File: config.mk
export PLATFORM = sky130hd
export DESIGN_NAME = dmem_access_unit_flat
export DESIGN_NICKNAME = d
export VERILOG_FILES = /design/src/rtl/dmem_access_unit_if.sv /design/src/rtl/dmem_access_unit.sv /design/src/flat_wrapper.sv
export SDC_FILE = /design/constraint.sdc
export NUM_CORES = 1
export LEC_CHECK = 0
export BUFFER_PORTS_ARGS = -buffer_cell sky130_fd_sc_hd__clkbuf_2
export CORE_ASPECT_RATIO = 0.5
export CORE_MARGIN = 1.5
export CORE_UTILIZATION = 50
export DETAILED_ROUTE_END_ITERATION = 8
export PLACE_DENSITY_LB_ADDON = 0.15
export SYNTH_ARGS = -nofsm -noshare
export SYNTH_HDL_FRONTEND = slang
export SYNTH_SLANG_ARGS = --single-unit
File: constraint.sdc
create_clock -name clk -period 2.1 [get_ports clk]
set_input_delay 0.105 -clock clk [delete_from_list [all_inputs] [get_ports clk]]
set_output_delay 0.105 -clock clk [all_outputs]
set_load 0.03 [all_outputs]
File: src/rtl/dmem_access_unit_if.sv
// Data-memory bus between the MEM-stage access unit (master) and memory (slave).
interface dmem_access_unit_if;
    logic        dmem_read;
    logic        dmem_write;
    logic [31:0] dmem_address;
    logic [3:0]  dmem_wmask;
    logic [31:0] dmem_wdata;
    logic        dmem_resp;
    logic [31:0] dmem_rdata;

    modport master (
        output dmem_read, dmem_write, dmem_address, dmem_wmask, dmem_wdata,
        input  dmem_resp, dmem_rdata
    );

    modport slave (
        input  dmem_read, dmem_write, dmem_address, dmem_wmask, dmem_wdata,
        output dmem_resp, dmem_rdata
    );
endinterface

File: src/rtl/dmem_access_unit.sv
// MEM-stage data memory access unit: issues one load/store per instruction,
// stalls the pipeline until the memory responds, flags misalignment/timeout.
module dmem_access_unit #(
    parameter int unsigned TIMEOUT_CYCLES = 0
) (
    input  logic                       clk,
    input  logic                       rst,
    input  logic                       req_valid,
    input  logic                       is_load,
    input  logic                       is_store,
    input  logic [2:0]                 funct3,
    input  logic [31:0]                alu_out,
    input  logic [31:0]                rs2_data,
    dmem_access_unit_if.master         dmem,
    output logic [31:0]                rdata_out,
    output logic [1:0]                 bit_shift,
    output logic                       stall,
    output logic                       done,
    output logic                       misalign_err,
    output logic                       timeout_err
);

    localparam bit          TIMEOUT_EN = (TIMEOUT_CYCLES != 0);
    localparam int unsigned CW         = (TIMEOUT_CYCLES > 1) ? $clog2(TIMEOUT_CYCLES) : 1;
    localparam logic [CW-1:0] CNT_LAST = CW'(TIMEOUT_CYCLES - 1);

    typedef enum logic [1:0] {IDLE, BUSY, DONE} state_t;

    state_t        state, state_nxt;
    logic          mem_op, do_store, misaligned, timeout_hit;
    logic [3:0]    store_mask;
    logic [31:0]   store_wdata;
    logic [CW-1:0] busy_cnt;
    logic          rd_q, wr_q, mis_q, to_q;
    logic [31:0]   addr_q, wdata_q, rdata_q;
    logic [3:0]    wmask_q;
    logic [1:0]    bs_q;

    // A simultaneous load+store is treated as a load.
    assign mem_op      = req_valid && (is_load || is_store);
    assign do_store    = is_store && !is_load;
    assign timeout_hit = TIMEOUT_EN && (busy_cnt == CNT_LAST);

    // Decode access size into byte enables, lane-replicated data and alignment.
    always_comb begin
        store_mask  = 4'b1111;
        store_wdata = rs2_data;
        misaligned  = (alu_out[1:0] != 2'b00);
        case (funct3)
            3'b000, 3'b100: begin
                store_mask  = 4'b0001 << alu_out[1:0];
                store_wdata = {4{rs2_data[7:0]}};
                misaligned  = 1'b0;
            end
            3'b001, 3'b101: begin
                store_mask  = 4'b0011 << {alu_out[1], 1'b0};
                store_wdata = {2{rs2_data[15:0]}};
                misaligned  = alu_out[0];
            end
            default: ;
        endcase
    end

    // State register.
    always_ff @(posedge clk) begin
        if (rst) state <= IDLE;
        else     state <= state_nxt;
    end

    // Next-state logic; DONE always returns to IDLE so no request is accepted in it.
    always_comb begin
        state_nxt = state;
        case (state)
            IDLE:    if (mem_op) state_nxt = misaligned ? DONE : BUSY;
            BUSY:    if (dmem.dmem_resp || timeout_hit) state_nxt = DONE;
            DONE:    state_nxt = IDLE;
            default: state_nxt = IDLE;
        endcase
    end

    // Request, capture and error-flag registers.
    always_ff @(posedge clk) begin
        if (rst) begin
            rd_q     <= 1'b0;
            wr_q     <= 1'b0;
            addr_q   <= '0;
            wmask_q  <= '0;
            wdata_q  <= '0;
            rdata_q  <= '0;
            bs_q     <= '0;
            busy_cnt <= '0;
            mis_q    <= 1'b0;
            to_q     <= 1'b0;
        end else begin
            case (state)
                IDLE: if (mem_op) begin
                    mis_q <= misaligned;
                    to_q  <= 1'b0;
                    if (misaligned) begin
                        rdata_q <= '0;
                    end else begin
                        rd_q     <= !do_store;
                        wr_q     <= do_store;
                        addr_q   <= {alu_out[31:2], 2'b00};
                        wmask_q  <= do_store ? store_mask : 4'b0000;
                        wdata_q  <= store_wdata;
                        bs_q     <= alu_out[1:0];
                        busy_cnt <= '0;
                    end
                end
                BUSY: begin
                    if (dmem.dmem_resp) begin
                        rd_q <= 1'b0;
                        wr_q <= 1'b0;
                        if (rd_q) rdata_q <= dmem.dmem_rdata;
                    end else if (timeout_hit) begin
                        rd_q    <= 1'b0;
                        wr_q    <= 1'b0;
                        rdata_q <= '0;
                        to_q    <= 1'b1;
                    end else begin
                        busy_cnt <= busy_cnt + CW'(1);
                    end
                end
                default: ;
            endcase
        end
    end

    // Status outputs decoded from state; error flags only visible with done.
    always_comb begin
        stall        = 1'b0;
        done         = 1'b0;
        misalign_err = 1'b0;
        timeout_err  = 1'b0;
        case (state)
            IDLE: stall = mem_op;
            BUSY: stall = 1'b1;
            DONE: begin
                done         = 1'b1;
                misalign_err = mis_q;
                timeout_err  = to_q;
            end
            default: ;
        endcase
    end

    assign dmem.dmem_read    = rd_q;
    assign dmem.dmem_write   = wr_q;
    assign dmem.dmem_address = addr_q;
    assign dmem.dmem_wmask   = wmask_q;
    assign dmem.dmem_wdata   = wdata_q;
    assign rdata_out         = rdata_q;
    assign bit_shift         = bs_q;

endmodule

File: src/flat_wrapper.sv
// flat-port wrapper written by rule: the top's interface ports become plain ports
module dmem_access_unit_flat 
#(
    parameter int unsigned TIMEOUT_CYCLES = 0
)
  (clk, rst, req_valid, is_load, is_store, funct3, alu_out, rs2_data, rdata_out, bit_shift, stall, done, misalign_err, timeout_err, dmem_dmem_read, dmem_dmem_write, dmem_dmem_address, dmem_dmem_wmask, dmem_dmem_wdata, dmem_dmem_resp, dmem_dmem_rdata);
  dmem_access_unit_if dmem_i ();
  input  logic clk;
  input  logic rst;
  input  logic req_valid;
  input  logic is_load;
  input  logic is_store;
  input  logic [2:0] funct3;
  input  logic [31:0] alu_out;
  input  logic [31:0] rs2_data;
  output logic [31:0] rdata_out;
  output logic [1:0] bit_shift;
  output logic stall;
  output logic done;
  output logic misalign_err;
  output logic timeout_err;
  output wire logic [$bits(dmem_i.dmem_read)-1:0] dmem_dmem_read;
  output wire logic [$bits(dmem_i.dmem_write)-1:0] dmem_dmem_write;
  output wire logic [$bits(dmem_i.dmem_address)-1:0] dmem_dmem_address;
  output wire logic [$bits(dmem_i.dmem_wmask)-1:0] dmem_dmem_wmask;
  output wire logic [$bits(dmem_i.dmem_wdata)-1:0] dmem_dmem_wdata;
  input wire logic [$bits(dmem_i.dmem_resp)-1:0] dmem_dmem_resp;
  input wire logic [$bits(dmem_i.dmem_rdata)-1:0] dmem_dmem_rdata;
  assign dmem_dmem_read = dmem_i.dmem_read;
  assign dmem_dmem_write = dmem_i.dmem_write;
  assign dmem_dmem_address = dmem_i.dmem_address;
  assign dmem_dmem_wmask = dmem_i.dmem_wmask;
  assign dmem_dmem_wdata = dmem_i.dmem_wdata;
  assign dmem_i.dmem_resp = dmem_dmem_resp;
  assign dmem_i.dmem_rdata = dmem_dmem_rdata;
  dmem_access_unit #(.TIMEOUT_CYCLES(TIMEOUT_CYCLES)) u_core (.clk(clk), .rst(rst), .req_valid(req_valid), .is_load(is_load), .is_store(is_store), .funct3(funct3), .alu_out(alu_out), .rs2_data(rs2_data), .dmem(dmem_i), .rdata_out(rdata_out), .bit_shift(bit_shift), .stall(stall), .done(done), .misalign_err(misalign_err), .timeout_err(timeout_err));
endmodule
==> results.md, run 1 <==
| Result | Reported |
|:---|:---|
| Status | finished clean |
| Max Clock Freq | 0.6443 GHz |
| # Post-CTS Setup Buffers | 0 |
| R2r setup slk | 0.55 ns |
| Number of buffers and inverters on the critical path | 2 |
| Standard cell core area | 8230 µm² |
| Number of buffers on the longest clock path | 2 |
| Iter 0 DRT Violations | 231 |
| Number of primary I/O pins | 213 |
| Final setup violation count | 0 |
| Setup TNS | 0 ns |
| Sink count of the clock tree | 105 |
| Crit path capture type | flip-flop |
| Arrival time at the worst endpoint | 1.78 ns |
| Clock latency on the worst-skew pair | 0.33 ns |
| Number of hold violations in the final report | 0 |
| CTS Root Buffer Type | sky130_fd_sc_hd__clkbuf_16 |
| Data required time of the critical path | 2.33 ns |
| Inserted Clock Buffers | 9 |
| Via count of the first global-routing pass | 4,007 |
| Number of cells traversed by the worst register-to-register path | 5 |
| Power Density | 751.5 nW/µm² |
| Switching pwr | 0.001235 W |
| Die Area | 9316 µm² |
| Nature of the critical path startpoint | flip-flop |
| Share of total power consumed by net switching | 26.78% |
| WL per Instance | 13.70 µm |
| Final core occ | 74.58% |
| Reg power frac | 46.0% |
| Clock-pin slew of the registers on the worst-case setup and hold paths | 0.07 ns |
| Worst hold path stage count | 3 |
| Worst ir drop on vdd | 0.5421 mV |
| Worst hold endpoint | u_core.rdata_out[16] |
| Unrepaired setup endpoints after global routing | false |
| Total GRT Usage | 25.15% |
| Part of the Yosys area used for sequential elements | 48.25% |
| Die boundary height | 69.01 µm |
| Startpoint of the tightest hold check path | dmem_dmem_rdata[16] |
| First-pass GRT wire length | 18.96 mm |
| Warnings from Yosys | 0 |
| Largest net degree at the start of global routing | 106 |
| Proportion of layout cells with a drive suffix above 1 | 32.18% |
| CTS tree | done |
| Gp weighted congestion | 0.8252 |
| Total of fill cells in the finished design | 664 |
| Number of antenna violations at the first check in global routing | 0 |
| CTS H-Tree Depth | 3 |
| Shortest clock period the worst path allows after layout | 1.552 ns |
| Area of all placed cells without fillers | 6138 µm² |
| Cell variety after synth | 30 |
| Die span in x | 135.0 µm |
| Area occupied by registers | 2102 µm² |
| Number of cells upsized or downsized after cts | 0 |
| EDFF count, synth | 0 |
| CP cell instances | inv_2 -> o2111a_2 -> buf_4 -> nor2_1 -> a311oi_1 |
| Area of the mapped netlist | 4357 µm² |
| Inst Count DP | 811 |
| Asr flop ratio synth | 0% |
| Top FF cell, synth | sky130_fd_sc_hd__dfxtp_1 |
| Max Fanout on Critical Path | 31 |
| Biggest cell delay along the critical path | 0.37 ns |
| Type of the most critical hold path | primary input to flip-flop |
| Number of pins with negative max-slew slack in the final report | 0 |
| Overall overflow remaining after global route | 0 |
| Total vias in the final route | 4,280 |
| P&R area growth vs syn | 40.90% |
| Critical register-to-register path endpoint | u_core.dmem.dmem_wdata[15] |
| Share of the cycle needed by the critical path after routing | 73.91% |
| Worst Setup Path Type | flip-flop to flip-flop |
| Drt total wl | 11.84 mm |
| Beginning of the worst register-to-register path | u_core.state[0] |
| DRC violation count after routing | 0 |
| Placed wire-length estimate after detailed placement | 7.711 mm |
| Slowest CP cell | sky130_fd_sc_hd__dfxtp_1 |
| Clock Skew | 0.008880 ns |
| Final nets | 852 |
| Port bufs | 208 |
| Largest delay contributor family on the critical path | compound AO/OA/AOI/OAI gates |
| Count of max-cap constraint violations | 0 |
| Clock network power share | 36.6% |
| Final std cells w/o fill | 864 |
| Total number of placement rows | 23 |
| Average cell area after synthesis | 8.394 µm² |
| Flops & latches, synth | 105 |
| Diode count | 0 |
| Multi-input gate area | 2029 µm² |
| Logic gate share of total power | 17.4% |
| Standard cell area after detailed placement | 5460 µm² |
| Initial core utilization | 52.93% |
| Via/cell ratio | 4.954 |
| Leakage power | 2.882 nW |
| Number of iterations in the first detailed-routing pass | 4 |
| Count of mapped cells out of synthesis | 519 |
| Post-route ant nets | 0 |
| Internal power | 0.003378 W |
registers in the layout, summed over array words and instances (netlist names), 2 cells and up:
register and count:
u_core.rdata_out 32, u_core.dmem.dmem_address 30, u_core.dmem.dmem_wmask 4, u_core.dmem.dmem_wdata 32
u_core.state 2, u_core.bit_shift 2
kinds of logic (layout without fill, tap and decap cells):
group | after synthesis | after routing | share of synthesized area [%]
AOI/OAI and AO/OA | 93 | 93 | 13.01
buffers and inverters | 45 | 276 | 5.543
DFF | 105 | 105 | 48.25
muxes | 48 | 48 | 11.03
other | 1 | 3 | 0.08607
and+or+nand+nor | 227 | 227 | 22.08
worst max-delay path by stage:
| stage | startpoint | to | slack (ns) | depth (start not counted) |
|---|---|---|---|---|
| 5_1_grt | u_core.state[0] | u_core.dmem.dmem_wdata[15] | 0.39 | 5 |
| 4_1_cts | u_core.state[0] | u_core.dmem.dmem_wdata[15] | 0.55 | 5 |
| 2_1_floorplan | u_core.state[1] | u_core.rdata_out[0] | 0.73 | 6 |
| 3_3_place_gp | funct3[1] | u_core.dmem.dmem_wdata[15] | 0.51 | 7 |
| 6_report | u_core.state[0] | u_core.dmem.dmem_wdata[15] | 0.55 | 5 |
| 3_5_place_dp | funct3[1] | u_core.dmem.dmem_wdata[15] | 0.47 | 7 |
cells in the mapped netlist, types with 3 or more instances:
cell type,n,area (µm²)
sky130_fd_sc_hd__buf_4,10,75.07
sky130_fd_sc_hd__nand2b_1,34,212.7
sky130_fd_sc_hd__a311oi_1,8,70.07
sky130_fd_sc_hd__buf_2,10,50.05
sky130_fd_sc_hd__nor2_1,23,86.33
sky130_fd_sc_hd__dfxtp_1,105,2102
sky130_fd_sc_hd__nand3_1,3,15.01
sky130_fd_sc_hd__a21oi_1,56,280.3
sky130_fd_sc_hd__clkbuf_1,16,60.06
sky130_fd_sc_hd__buf_6,3,33.78
sky130_fd_sc_hd__nand2_1,159,596.8
sky130_fd_sc_hd__o211ai_1,3,22.52
sky130_fd_sc_hd__mux2i_1,48,480.5
sky130_fd_sc_hd__a211oi_1,10,75.07
sky130_fd_sc_hd__o21ai_0,11,55.05
stage by stage:
stage               power, W  hold slack (ns)  worst slack, ns
finish              0.004613         0.004916           0.5479
detailed placement  0.002908           0.3326           0.4696
global route        0.004816        0.0003032           0.3942
global placement    0.002898           0.3278           0.5089
CTS                 0.004640        0.0009313           0.5525
floorplan           0.002653           0.2410           0.7279
worst reg2reg max path, stage by stage, from the launching register on:
cell and delay (ns):
sky130_fd_sc_hd__dfxtp_1 0.37, sky130_fd_sc_hd__inv_2 0.16, sky130_fd_sc_hd__o2111a_2 0.27, sky130_fd_sc_hd__buf_4 0.32, sky130_fd_sc_hd__nor2_1 0.08, sky130_fd_sc_hd__a311oi_1 0.26
per-layer routing:
metal	part of all wire, %	GRT usage, %
met5	0	0
met4	1.1	4.898
met3	8.0	8.094
met2	49	44.62
met1	42	29.99
layout by cell type (no fill, tap or decap), types with 9 or more instances in the layout:
master and count:
sky130_fd_sc_hd__nand2_1 159, sky130_fd_sc_hd__o21ai_0 11, sky130_fd_sc_hd__a21oi_1 56, sky130_fd_sc_hd__dfxtp_1 105, sky130_fd_sc_hd__nor2_1 23, sky130_fd_sc_hd__dlygate4sd3_1 37, sky130_fd_sc_hd__a211oi_1 10, sky130_fd_sc_hd__nand2b_1 34
sky130_fd_sc_hd__clkbuf_16 9, sky130_fd_sc_hd__mux2i_1 48, sky130_fd_sc_hd__clkbuf_2 207
power groups by stage:
stage / registers, W / clock network, W / logic (W)
2_1_floorplan: 0.00232 / 0 / 0.000330
3_3_place_gp: 0.00216 / 0 / 0.000736
3_5_place_dp: 0.00217 / 0 / 0.000742
4_1_cts: 0.00212 / 0.00172 / 0.000799
5_1_grt: 0.00213 / 0.00182 / 0.000867
6_report: 0.00212 / 0.00169 / 0.000804
final cells by class:
cell class,instances,area share [%]
timing repair buffer,256,25.15
sequential,105,34.24
inverter,4,0.2446
clock buffer,12,4.179
multi-input combinational,371,33.06
tap,112,2.283
clock inverter,4,0.8357
what timing repair did:
item / CTS / global route
endpoints found under the setup margin: 0 / 0
hold buffers: 37 / 0
endpoints found under the hold margin: 37 / 0
Note: power is estimated with default switching activity, not from simulation.
==> run 2: changes to the inputs <==
--- a/config.mk
+++ b/config.mk
@@ -8,7 +8,7 @@
 export BUFFER_PORTS_ARGS = -buffer_cell sky130_fd_sc_hd__clkbuf_2
 export CORE_ASPECT_RATIO = 0.5
 export CORE_MARGIN = 1.5
-export CORE_UTILIZATION = 50
+export CORE_UTILIZATION = 42
 export DETAILED_ROUTE_END_ITERATION = 8
 export PLACE_DENSITY_LB_ADDON = 0.15
 export SYNTH_ARGS = -nofsm -noshare
==> constraint.sdc (replaced) <==
create_clock -name clk -period 1.3 [get_ports clk]
set_input_delay 0.065 -clock clk [delete_from_list [all_inputs] [get_ports clk]]
set_output_delay 0.065 -clock clk [all_outputs]
set_load 0.03 [all_outputs]
==> results.md, run 2 (synthesis gave the netlist of run 1 again) <==
| Result | Reported | Delta |
|:---|:---|:---|
| Number of antenna violations at the first check in global routing | 0 | unchanged |
| Logic gate share of total power | 20.0% | +2.6 points |
| Drt total wl | 13.83 mm | +17% |
| Port bufs | 208 | unchanged |
| Worst Setup Path Type | flip-flop to flip-flop |  |
| First-pass GRT wire length | 19.71 mm | +4.0% |
| R2r setup slk | -0.06 ns | -0.61 ns |
| Leading cell types in the layout, fill and taps excluded | sky130_fd_sc_hd__clkbuf_2 (204), sky130_fd_sc_hd__nand2_1 (139), sky130_fd_sc_hd__dfxtp_1 (102) |  |
| Switching pwr | 0.002174 W | +76% |
| Total GRT Usage | 22.40% | -2.7 points |
| Type of the most critical hold path | primary input to flip-flop |  |
| WL per Instance | 14.46 µm | +5.6% |
| Total vias in the final route | 4,579 | +7.0% |
| Total number of placement rows | 26 | +13% |
| Final nets | 917 | +7.6% |
| DRC violation count after routing | 0 | unchanged |
| Arrival time at the worst endpoint | 1.62 ns | -0.16 ns |
| Post-route worst setup slack | -0.06209 ns | -0.6100 ns |
| Clock-pin slew of the registers on the worst-case setup and hold paths | 0.07 ns | about the same |
| Startpoint of the tightest hold check path | rs2_data[7] |  |
| Most frequent standard cell in the layout excluding fill and tap cells | sky130_fd_sc_hd__clkbuf_2 |  |
| Clock Skew | 0.007569 ns | -0.001311 ns |
| Number of iterations in the first detailed-routing pass | 4 | unchanged |
| Number of buffers on the longest clock path | 2 | unchanged |
| Power Density | 1134 nW/µm² | +51% |
| Die boundary height | 75.02 µm | +8.7% |
| Crit path capture type | flip-flop |  |
| Leakage power | 3.381 nW | +17% |
| Inst Count DP | 858 | +5.8% |
| CP cell instances | inv_4 -> buf_6 -> nor3_4 -> buf_12 -> clkbuf_16 -> nand2_1 -> mux2i_1 |  |
| Inserted Clock Buffers | 9 | unchanged |
| Violations in the final reports | setup timing |  |
| Worst path depth | 7 | +2 |
| Post-route ant nets | 0 | unchanged |
| Total of fill cells in the finished design | 817 | +23% |
| Biggest cell delay along the critical path | 0.38 ns | about the same |
| Gp weighted congestion | 0.8095 | -1.9% |
| Data required time of the critical path | 1.55 ns | -0.78 ns |
| P&R area growth vs syn | 64.24% |  |
| Proportion of layout cells with a drive suffix above 1 | 37.75% | +5.6 points |
| CTS Root Buffer Type | sky130_fd_sc_hd__clkbuf_16 |  |
| Status | finished with violations |  |
| Unrepaired setup endpoints after global routing | true |  |
| Initial core utilization | 42.92% | -10 points |
| CTS tree | done |  |
| Max Fanout on Critical Path | 8 | -74% |
| Share of the cycle needed by the critical path after routing | 104.8% | +31 points |
| Share of total power consumed by net switching | 26.78% | about the same |
| Standard cell core area | 10,150 µm² | +23% |
| Shortest clock period the worst path allows after layout | 1.362 ns | -0.1900 ns |
| CP startpoint | u_core.state[0] |  |
| Max Clock Freq | 0.7342 GHz | +14% |
| Iter 0 DRT Violations | 203 | -12% |
| Number of primary I/O pins | 213 | unchanged |
| Number of hold violations in the final report | 0 | unchanged |
| Slowest CP cell | sky130_fd_sc_hd__dfxtp_4 |  |
| Largest delay contributor family on the critical path | buffers and inverters |  |
| Internal power | 0.005944 W | +76% |
| Area of all placed cells without fillers | 7156 µm² | +17% |
| Clock latency on the worst-skew pair | 0.34 ns | about the same |
| Die span in x | 147.0 µm | +8.9% |
| Critical register-to-register path endpoint | u_core.rdata_out[26] |  |
| Reg power frac | 42.2% | -3.8 points |
| Worst ir drop on vdd | 0.7404 mV | +37% |
| Via count of the first global-routing pass | 4,080 | +1.8% |
| Final std cells w/o fill | 956 | +11% |
| Count of max-cap constraint violations | 0 | unchanged |
| Via/cell ratio | 4.790 | -3.3% |
| End point of the critical path | u_core.rdata_out[26] |  |
| Final core occ | 70.50% | -4.1 points |
| Die Area | 11,030 µm² | +18% |
| Number of buffers and inverters on the critical path | 4 | +2 |
| Final setup violation count | 13 | +13 |
| Overall overflow remaining after global route | 0 | unchanged |
| Diode count | 0 | unchanged |
| Beginning of the worst register-to-register path | u_core.state[0] |  |
| Nature of the critical path startpoint | flip-flop |  |
| Sink count of the clock tree | 105 | unchanged |
| Placed wire-length estimate after detailed placement | 7.983 mm | +3.5% |
| Standard cell area after detailed placement | 5697 µm² | +4.3% |
| Number of cells traversed by the worst register-to-register path | 7 | +2 |
| Number of pins with negative max-slew slack in the final report | 0 | unchanged |
| Clock network power share | 37.9% | +1.3 points |
| Largest net degree at the start of global routing | 74 | -30% |
| CTS H-Tree Depth | 3 | unchanged |
[run 2: worst min path at each step]
stage                                              end  slack (ns)  cells after the start
after detailed placement   u_core.dmem.dmem_address[2]        0.29                      3
after global routing         u_core.dmem.dmem_wdata[7]       0.004                      3
after CTS                    u_core.dmem.dmem_wdata[7]       0.003                      3
final                        u_core.dmem.dmem_wdata[7]        0.02                      3
after floorplan                    u_core.bit_shift[0]        0.20                      2
after global placement    u_core.dmem.dmem_address[18]        0.29                      3
[run 2: worst register-to-register path, cell delays in order, from the launching register on]
cell and delay, ns:
sky130_fd_sc_hd__dfxtp_4 0.38, sky130_fd_sc_hd__inv_4 0.05, sky130_fd_sc_hd__buf_6 0.12, sky130_fd_sc_hd__nor3_4 0.18
sky130_fd_sc_hd__buf_12 0.15, sky130_fd_sc_hd__clkbuf_16 0.15, sky130_fd_sc_hd__nand2_1 0.08, sky130_fd_sc_hd__mux2i_1 0.17
[run 2: layout make-up]
cell class | count | area [µm²] | share of cell area (%)
clock buffers | 10 | 229.0 | 3.200
repair buffers | 321 | 2296 | 32.09
multi-input cells | 371 | 2221 | 31.04
clock inverters | 5 | 103.9 | 1.451
well taps | 140 | 175.2 | 2.448
flip-flops and latches | 105 | 2111 | 29.50
inverters | 4 | 20.02 | 0.2798
[run 2: layer usage]
metal	share of wire [%]	GRT usage, %	vias to the layer above
met5	0	0	-
met4	1.2	6.889	0
met3	6.3	7.273	12
met2	48	37.16	149
met1	44	28.44	2119
li1	-	-	2299
[run 2: power by group through the flow]
stage,logic [W],clock network [W],registers (W)
floorplan,0.000545,0,0.00375
global placement,0.00128,0,0.00349
detailed placement,0.00129,0,0.00350
CTS,0.00148,0.00313,0.00342
global route,0.00174,0.00326,0.00344
finish,0.00162,0.00307,0.00342
[run 2: through the flow]
stage               power, W  TNS, ns  hold WS [ns]  setup WS [ns]
floorplan           0.004298        0        0.2010        0.01912
global placement    0.004778  -0.9738        0.2873       -0.02564
detailed placement  0.004788   -2.333        0.2933       -0.09760
CTS                 0.008028  -0.2032      0.002904       -0.02043
global route        0.008444   -2.286      0.003607        -0.1077
finish              0.008118  -0.1905       0.01860       -0.06209
[run 2: repair_timing]
item	4_1_cts	5_1_grt
setup buffers	0	3
hold buffers	74	0
gates resized for setup	5	56
cloned	0	6
pin swaps	1	22
hold endpoints to repair	74	0
endpoints found under the setup margin	22	77
==> run 3: changes to the inputs <==
--- a/config.mk
+++ b/config.mk
@@ -8,7 +8,8 @@
 export BUFFER_PORTS_ARGS = -buffer_cell sky130_fd_sc_hd__clkbuf_2
 export CORE_ASPECT_RATIO = 0.5
 export CORE_MARGIN = 1.5
-export CORE_UTILIZATION = 42
+export CORE_UTILIZATION = 51
+export CTS_BUF_LIST = sky130_fd_sc_hd__clkbuf_8
 export DETAILED_ROUTE_END_ITERATION = 8
 export PLACE_DENSITY_LB_ADDON = 0.15
 export SYNTH_ARGS = -nofsm -noshare
==> constraint.sdc (replaced) <==
create_clock -name clk -period 1.6 [get_ports clk]
set_input_delay 0.08 -clock clk [delete_from_list [all_inputs] [get_ports clk]]
set_output_delay 0.08 -clock clk [all_outputs]
set_load 0.03 [all_outputs]
==> results.md, run 3 (synthesis gave the netlist of run 1 again) <==
| Result | Reported | Delta |
|:---|:---|:---|
| Number of hold violations in the final report | 0 | unchanged |
| Largest delay contributor family on the critical path | buffers and inverters |  |
| CP cell instances | dlygate4sd3_1 -> clkbuf_2 -> a21oi_2 -> buf_4 -> o2111ai_4 -> buf_12 -> nand2_1 -> a21oi_1 |  |
| Clock latency on the worst-skew pair | 0.37 ns | +0.03 ns |
| Count of max-cap constraint violations | 0 | unchanged |
| Via/cell ratio | 5.029 | +5.0% |
| Final core occ | 80.60% | +10 points |
| Max Fanout on Critical Path | 52 | +44 |
| Clock-pin slew of the registers on the worst-case setup and hold paths | 0.09 ns | +0.02 ns |
| Switching pwr | 0.001618 W | -26% |
| CTS H-Tree Depth | 3 | unchanged |
| Iter 0 DRT Violations | 224 | +10% |
| Die boundary height | 68.36 µm | -8.9% |
| Shortest clock period the worst path allows after layout | 1.539 ns |  |
| Clock network power share | 29.2% | -8.7 points |
| Inserted Clock Buffers | 9 | unchanged |
| Biggest cell delay along the critical path | 0.53 ns | +0.15 ns |
| Leading cell types in the layout, fill and taps excluded | sky130_fd_sc_hd__clkbuf_2 (207), sky130_fd_sc_hd__nand2_1 (159), sky130_fd_sc_hd__dfxtp_1 (105) |  |
| Number of primary I/O pins | 213 | unchanged |
| Internal power | 0.003983 W | -33% |
| Total number of placement rows | 23 | -12% |
| Most frequent standard cell in the layout excluding fill and tap cells | sky130_fd_sc_hd__clkbuf_2 |  |
| Setup TNS | 0 ns | +0.1905 ns |
| Number of buffers on the longest clock path | 2 | unchanged |
| Final std cells w/o fill | 916 | -4.2% |
| Number of pins with negative max-slew slack in the final report | 0 | unchanged |
| Sink count of the clock tree | 105 | unchanged |
| Arrival time at the worst endpoint | 1.83 ns | +0.21 ns |
| Status | finished clean |  |
| Post-route ant nets | 0 | unchanged |
| Total of fill cells in the finished design | 546 | -33% |
| Overall overflow remaining after global route | 0 | unchanged |
| Slowest CP cell | sky130_fd_sc_hd__dlygate4sd3_1 |  |
| Total vias in the final route | 4,607 | +0.61% |
| Die Area | 9140 µm² | -17% |
| Data required time of the critical path | 1.89 ns | +0.34 ns |
| Type of the most critical hold path | primary input to flip-flop |  |
| Total GRT Usage | 28.23% | +5.8 points |
| Placed wire-length estimate after detailed placement | 7.928 mm | -0.69% |
| Gp weighted congestion | 0.8577 | +6.0% |
| Multi-input gate area | 2033 µm² | -8.5% |
| Number of antenna violations at the first check in global routing | 0 | unchanged |
| First-pass GRT wire length | 20.15 mm | +2.2% |
| Post-route worst setup slack | 0.06146 ns | +0.1236 ns |
| Final setup violation count | 0 | -13 |
| Largest net degree at the start of global routing | 74 | unchanged |
| Crit path capture type | flip-flop |  |
| Worst Setup Path Type | primary input to flip-flop |  |
| Max Clock Freq | 0.6500 GHz |  |
| CTS tree | done |  |
| DRC violation count after routing | 0 | unchanged |
| Area of all placed cells without fillers | 6564 µm² | -8.3% |
| P&R area growth vs syn | 50.66% |  |
| Standard cell core area | 8144 µm² | -20% |
| Initial core utilization | 53.50% | +11 points |
| Area occupied by registers | 2102 µm² | -0.41% |
| # Post-CTS Setup Buffers | 0 | unchanged |
| Unrepaired setup endpoints after global routing | false |  |
| Drt total wl | 13.10 mm | -5.2% |
| WL per Instance | 14.30 µm | -1.1% |
| Reg power frac | 49.7% | +7.5 points |
| CTS Root Buffer Type | sky130_fd_sc_hd__clkbuf_8 |  |
| Nature of the critical path startpoint | primary input |  |
| Share of the cycle needed by the critical path after routing | 96.16% |  |
| Diode count | 0 | unchanged |
| Power Density | 853.4 nW/µm² | -25% |
| Die span in x | 133.7 µm | -9.1% |
| Number of iterations in the first detailed-routing pass | 5 | +1 |
| Number of buffers and inverters on the critical path | 4 | unchanged |
| Port bufs | 208 | unchanged |
| Clock Skew | 0.007580 ns | +0.00001041 ns |
| Standard cell area after detailed placement | 5560 µm² | -2.4% |
| Worst ir drop on vdd | 0.5146 mV | -30% |
| Inst Count DP | 821 | -4.3% |
| Logic gate share of total power | 21.1% | +1.1 points |
| Proportion of layout cells with a drive suffix above 1 | 31.34% | -6.4 points |
| Final nets | 905 | -1.3% |
| Leakage power | 3.071 nW | -9.2% |
| Dpl ws | 0.07074 ns | +0.1683 ns |
| Via count of the first global-routing pass | 4,241 | +3.9% |
| Share of total power consumed by net switching | 28.89% | +2.1 points |
run 3: cell types whose count changed in the layout (fill, tap and decap cells not counted), moves of 6 or more:
cell                            previous run  this run
sky130_fd_sc_hd__nand2_1                 139       159
sky130_fd_sc_hd__clkbuf_16                14         0
sky130_fd_sc_hd__nand2_4                  13         0
sky130_fd_sc_hd__buf_4                    25        14
sky130_fd_sc_hd__a21oi_1                  45        55
sky130_fd_sc_hd__a21oi_2                  12         2
sky130_fd_sc_hd__clkbuf_8                  1        10
sky130_fd_sc_hd__nand2_2                   7         0
sky130_fd_sc_hd__dlygate4sd3_1            74        80
run 3: worst paths after layout:
| check | startpoint | end | slack [ns] | cells after the start |
|---|---|---|---|---|
| hold / removal | alu_out[1] | u_core.bit_shift[1] | 0.02 | 3 |
| hold reg to reg | u_core.dmem.dmem_address[29] | u_core.dmem.dmem_address[29] | 0.46 | 2 |
| setup reg to reg | u_core.state[1] | u_core.rdata_out[14] | 0.14 | 5 |
| setup / recovery | alu_out[0] | u_core.dmem.dmem_address[25] | 0.06 | 8 |
run 3: cell type report:
type / instances / area share, %
clock buffers: 10 / 2.097
flip-flops and latches: 105 / 32.02
clock inverters: 5 / 0.8769
well taps: 112 / 2.135
inverters: 4 / 0.2287
repair buffers: 309 / 31.66
multi-input cells: 371 / 30.98
run 3: routing by layer:
layer / track usage [%] / routed length [µm]
met1: 31.45 / 5299
met3: 10.15 / 1108
met2: 50.64 / 6412
met5: 0 / 0
met4: 11.41 / 283
run 3: metrics by stage:
stage	power (W)	hold slack, ns
floorplan	0.003482	0.2160
global placement	0.003834	0.3030
detailed placement	0.003850	0.3089
CTS	0.005622	0.002729
global route	0.005841	0.02120
finish	0.005602	0.01592
run 3: power groups by stage:
stage | clock network [W] | logic (W) | registers, W
2_1_floorplan | 0 | 0.000434 | 0.00305
3_3_place_gp | 0 | 0.000998 | 0.00284
4_1_cts | 0.00168 | 0.00116 | 0.00278
6_report | 0.00164 | 0.00118 | 0.00278
3_5_place_dp | 0 | 0.00101 | 0.00284
5_1_grt | 0.00177 | 0.00127 | 0.00280
run 3: repair_timing:
| action | in CTS | in global routing |
|---|---|---|
| hold buffers | 80 | 0 |
| setup endpoints to repair | 0 | 3 |
| gates resized for setup | 0 | 2 |
| hold endpoints to repair | 80 | 0 |
run 3: tightest hold or removal path, delay by kind of cell:
kind / cells / cell delay, ns
buffers and inverters: 1 / 0.14
and+or+nand+nor: 1 / 0.07
AOI/OAI and AO/OA: 1 / 0.05
